`src/rtl/c1541_track_ctl.sv`:
```
// Track buffer controller: debounces head steps, writes back a modified track,
// then loads the requested track sector by sector over the SD block interface.
module c1541_track_ctl #(
  parameter int SETTLE_CYCLES = 32000
) (
  input  logic       clk32,
  input  logic       reset,
  input  logic [5:0] track,
  input  logic       img_mounted,
  input  logic       img_readonly,
  input  logic       ram_we,
  output logic       ram_ready,
  output logic [5:0] cur_track,
  output logic       dirty,
  output logic       busy,
  output logic [9:0] sd_lba,
  output logic [4:0] buff_sector,
  output logic       sd_rd,
  output logic       sd_wr,
  input  logic       sd_ack
);
  localparam int CW = $clog2(SETTLE_CYCLES + 1);

  typedef enum logic [1:0] {IDLE, SETTLE, SAVE, LOAD} state_t;

  state_t        state, next_state;
  logic          valid, reload, abort, req;
  logic [5:0]    target, trk_n, xfer_track;
  logic [CW-1:0] settle_cnt;
  logic [4:0]    sector;
  logic          settle_done, last, xfer_free, abort_now;

  function automatic logic [4:0] track_spt(input logic [5:0] t);
    if (t <= 6'd17)      return 5'd21;
    else if (t <= 6'd24) return 5'd19;
    else if (t <= 6'd30) return 5'd18;
    else                 return 5'd17;
  endfunction

  function automatic logic [9:0] track_base(input logic [5:0] t);
    logic [9:0] tw;
    tw = {4'd0, t};
    if (t <= 6'd18)      return (tw - 10'd1) * 10'd21;
    else if (t <= 6'd25) return 10'd357 + (tw - 10'd18) * 10'd19;
    else if (t <= 6'd31) return 10'd490 + (tw - 10'd25) * 10'd18;
    else                 return 10'd598 + (tw - 10'd31) * 10'd17;
  endfunction

  assign trk_n       = (track == 6'd0) ? 6'd1 : track;
  assign xfer_track  = (state == SAVE) ? cur_track : target;
  assign settle_done = (settle_cnt == CW'(SETTLE_CYCLES));
  assign last        = (sector == track_spt(xfer_track) - 5'd1);
  // A request in flight must see its ack before the FSM may leave SAVE/LOAD.
  assign xfer_free   = !req || sd_ack;
  assign abort_now   = abort || img_mounted || (state == LOAD && trk_n != target);

  always_ff @(posedge clk32 or posedge reset) begin
    if (reset) state <= IDLE;
    else       state <= next_state;
  end

  always_comb begin
    // NOTE: default first so every path assigns next_state and no latch is inferred.
    next_state = state;
    unique case (state)
      IDLE:
        if (valid && (trk_n != cur_track || reload)) next_state = SETTLE;
      SETTLE:
        if (!img_mounted && trk_n == target && settle_done)
          next_state = (dirty && !img_readonly) ? SAVE : LOAD;
      SAVE:
        if (abort_now && xfer_free)      next_state = SETTLE;
        else if (req && sd_ack && last)  next_state = (trk_n != target) ? SETTLE : LOAD;
      LOAD:
        if (abort_now && xfer_free)      next_state = SETTLE;
        else if (req && sd_ack && last)  next_state = IDLE;
      default: next_state = IDLE;
    endcase
  end

  always_ff @(posedge clk32 or posedge reset) begin
    if (reset) begin
      valid      <= 1'b0;
      reload     <= 1'b0;
      abort      <= 1'b0;
      req        <= 1'b0;
      dirty      <= 1'b0;
      cur_track  <= 6'h3F;
      target     <= 6'd1;
      settle_cnt <= '0;
      sector     <= 5'd0;
    end else begin
      // NOTE: non-blocking everywhere here so every branch sees pre-edge values.
      if (img_mounted) valid <= 1'b1;

      if (img_mounted)                                reload <= 1'b1;
      else if (state == LOAD && next_state == IDLE)   reload <= 1'b0;

      // A fresh image discards pending write-back, even against a same-cycle write.
      if (img_mounted)                                dirty <= 1'b0;
      else if (state == SAVE && next_state != SAVE)   dirty <= 1'b0;
      else if (ram_we && ram_ready && !img_readonly)  dirty <= 1'b1;

      if (state == LOAD && next_state == IDLE) cur_track <= target;

      if (next_state == SETTLE && (state != SETTLE || trk_n != target || img_mounted)) begin
        target     <= trk_n;
        settle_cnt <= '0;
      end else if (state == SETTLE && !settle_done) begin
        settle_cnt <= settle_cnt + CW'(1);
      end

      if (next_state != state) begin
        abort  <= 1'b0;
        req    <= (next_state == SAVE || next_state == LOAD);
        sector <= 5'd0;
      end else if (state == SAVE || state == LOAD) begin
        abort <= abort_now;
        if (req && sd_ack) begin
          req    <= 1'b0;
          sector <= sector + 5'd1;
        end else if (!req) begin
          req <= 1'b1;
        end
      end
    end
  end

  always_comb begin
    busy        = (state == SAVE) || (state == LOAD);
    ram_ready   = (state == IDLE) && valid && (trk_n == cur_track) && !reload;
    sd_wr       = (state == SAVE) && req;
    sd_rd       = (state == LOAD) && req;
    buff_sector = sector;
    sd_lba      = busy ? track_base(xfer_track) + {5'd0, sector} : 10'd0;
  end

endmodule

```
`config.mk`:
```
export PLATFORM = sky130hd
export DESIGN_NAME = c1541_track_ctl
export DESIGN_NICKNAME = d
export VERILOG_FILES = /design/src/rtl/c1541_track_ctl.sv
export SDC_FILE = /design/constraint.sdc
export NUM_CORES = 1
export LEC_CHECK = 0
export BUFFER_PORTS_ARGS = -buffer_cell sky130_fd_sc_hd__buf_2
export CAP_MARGIN = 10
export CORE_MARGIN = 2
export CORE_UTILIZATION = 35
export CTS_CLUSTER_SIZE = 25
export DETAILED_ROUTE_END_ITERATION = 10
export PLACE_DENSITY = 0.58
export SLEW_MARGIN = 25
export SYNTH_ARGS = -nofsm -noshare
export SYNTH_HDL_FRONTEND = slang
export SYNTH_SLANG_ARGS = --single-unit
```
`constraint.sdc`:
```
create_clock -name clk32 -period 6.43 [get_ports clk32]
set_input_delay 0.3215 -clock clk32 [delete_from_list [all_inputs] [get_ports clk32]]
set_output_delay 0.3215 -clock clk32 [all_outputs]
set_load 0.1 [all_outputs]
```
==> metrics <==
Hold Path Class input pin to asynchronous set/reset pin; Slew Limit Fails 0; internal reg-to-reg setup slack 2160 ps; Max Cap Viol 0; die area 0.01634 mm2; relative slew slack 0.3317; Top Layer Used met4; Clk pin slew, worst setup/hold paths 60 ps; Detail Placement HPWL 11,090 um; Die H 127.8 um; net count after synthesis 704; Clock Path Buffers 2; Skew-Pair Late Insertion Delay 290 ps; WS Path Type flip-flop to primary output; r2r startpoint state[1]; # diodes 0; main flop type after synthesis dfrtp_1; number of buffers and inverters on the critical path 5; Largest stage delay, worst path 540 ps; CP Cell Sequence nand2b_4, mux2i_4, inv_2, nor2_2, xnor2_2, inv_1, ha_1, ha_1, inv_1, fa_1, fa_1, inv_1, ha_1, nand2_1, nor2_1, a211oi_2, o21bai_1, a21oi_1, xnor2_1, a21oi_1, or4_1, mux2i_2, buf_12; I/O Buffers 37; IO Pins 38; Final Power 1.234 mW; Final Cycle Share 0.9537; DR vias/cell 5.420; commonest non-fill, non-tap cells in the layout nor2_1 (74), ha_1 (71), inv_1 (53), xnor2_1 (53), a21oi_1 (34); CTS tree yes; Critical Path Source Type flip-flop; metal2 WL 6519 um; # DRC 0; Synth Register Bits 39; CORE AREA 0.01509 mm2; Placement Rows 45; drt pass-1 iters 5; fin crit period 6132 ps; LEAKAGE 2.719 nW; Async SR Flop Fraction 1.000; clk_skew 9.554 ps; Worst VDD drop 150.9 uV; DR WL/cell 16.38 um; CP Data Arrival Time 5810 ps; cts bufs inserted 5; die width 127.8 um; Clock Root Buffer clkbuf_16; Synth Cell Area 0.005365 mm2; post-layout instance area 0.006008 mm2; reg2reg end target[3]; register area share after synthesis 0.1835; Final #Nets 745; grt ovf 0; wl on met1 6454 um; critical path capture point type primary output; endpoints failing hold 0; setup tns final 0 ps; largest net degree at the start of global routing 40; H-tree depth 2; Top delay family on crit path adder cells; worst hold slack 140.4 ps; remaining antenna violation count after routing 0; synthesized area per cell 8.810 um2; routed wl met3 473 um; Post-synth EDFFs 0; via count 4,547; Cells after Synth 609; vias in the first global route 4,555; placed cell area 0.005833 mm2; Slew @ Worst Pin 999.2 ps; fmax 163.1 MHz; most common library cell in the layout ignoring fill and taps nor2_1; WL final 13,750 um; clk sinks 39; Slowest cell on crit path or4_1; Pwr per Cell Area 205.4 mW/mm2; reg2reg path depth 13; crit-path max FO 9; count of unique library cells instantiated by Yosys 80; initial DRC count 299; Required @ worst endpoint 6110 ps; RSZ-0062 raised after global routing false; status completed; initial antenna violation count 0; final setup fails 0; Initial Util 0.3556; share of cells above drive strength 1 0.1874; Tot GR Track Use 0.1714; RePlAce Congestion 0.9025; first-pass GRT wire length 22,570 um; Syn-to-layout area delta 11.99%; Ys Warns 0
synthesized netlist by cell type, types with 9 or more instances:
cell,number,area share
a21o_1,9,0.013
a21oi_1,35,0.033
nand4_1,10,0.012
xor2_1,21,0.034
fa_1,12,0.045
inv_1,53,0.037
o21ai_0,13,0.012
nor2_1,74,0.052
nand2b_1,9,0.010
nand2_1,32,0.022
xnor2_1,53,0.087
nor2b_1,9,0.010
nand3_1,11,0.010
nor3_1,10,0.0093
dfrtp_1,32,0.15
ha_1,71,0.17
final cells by class:
cell class,instances,area [um2]
multi-input combinational,498,4078
timing repair buffer,50,342.8
clock inverter,2,16.27
tap,188,235.2
fill,1509,9081
sequential,39,984.7
inverter,56,212.7
clock buffer,6,138.9
metrics by stage:
step,setup slack [ps],cells,utilization
detailed placement,552.0,829,0.3866
global placement,659.8,829,0.3866
floorplan,58.65,609,-
CTS,208.8,837,0.3968
finish,297.9,839,0.3982
global route,5.958,839,0.3982
what timing repair did:
| item | 4_1_cts | 5_1_grt |
|---|---|---|
| setup buffers | 0 | 2 |
| hold buffers | 0 | 0 |
| gates resized for setup | 0 | 1 |
| endpoints found under the setup margin | 0 | 1 |
worst register-to-register path: stages, from the launching register on:
cell	delay [ps]
dfrtp_1	450
nand2b_4	140
buf_4	210
a21o_4	290
inv_4	160
ha_1	320
nor2_1	100
o21ai_2	190
nor3_1	80
o32a_2	430
nand4b_1	430
a21oi_2	130
a211oi_4	800
mux2_2	420
flip-flops by register name, indices dropped and copies added, names as in the netlist:
signal	count
buff_sector	5
valid	1
cur_track	6
abort	1
dirty	1
state	2
target	6
settle_cnt	15
req	1
reload	1
routing by layer:
metal / track usage / vias to the layer above
li1: - / 2218
met3: 0.01920 / 24
met4: 0.04654 / 0
met1: 0.2258 / 2215
met2: 0.2982 / 90
met5: 0 / -
cells by family after synthesis:
logic type	count (synthesis)	share of synthesized area
AND/OR/NAND/NOR	190	0.1784
buffers and inverters	72	0.05970
multiplexers	23	0.05830
XOR/XNOR	77	0.1322
AO/OA/AOI/OAI	125	0.1775
adder cells (fa/ha/maj)	83	0.2104
flip-flops	39	0.1835
power breakdown:
group	internal (mW)	total, mW	switching, mW
combinational	0.318	0.722	0.404
sequential	0.249	0.256	0.00697
clock	0.155	0.256	0.102
total	0.722	1.23	0.512
worst max-delay path by stage:
stage                       startpoint         to  slack (ps)  depth (start not counted)
after floorplan           cur_track[2]  sd_lba[9]          60                         21
after global placement        state[1]  sd_lba[9]         660                         23
after detailed placement      state[1]  sd_lba[9]         550                         23
after CTS                     state[1]  sd_lba[9]         210                         23
final                         state[1]  sd_lba[9]         300                         23
after global routing          state[1]  sd_lba[9]           6                         23
Note: power is estimated with default switching activity, not from simulation.
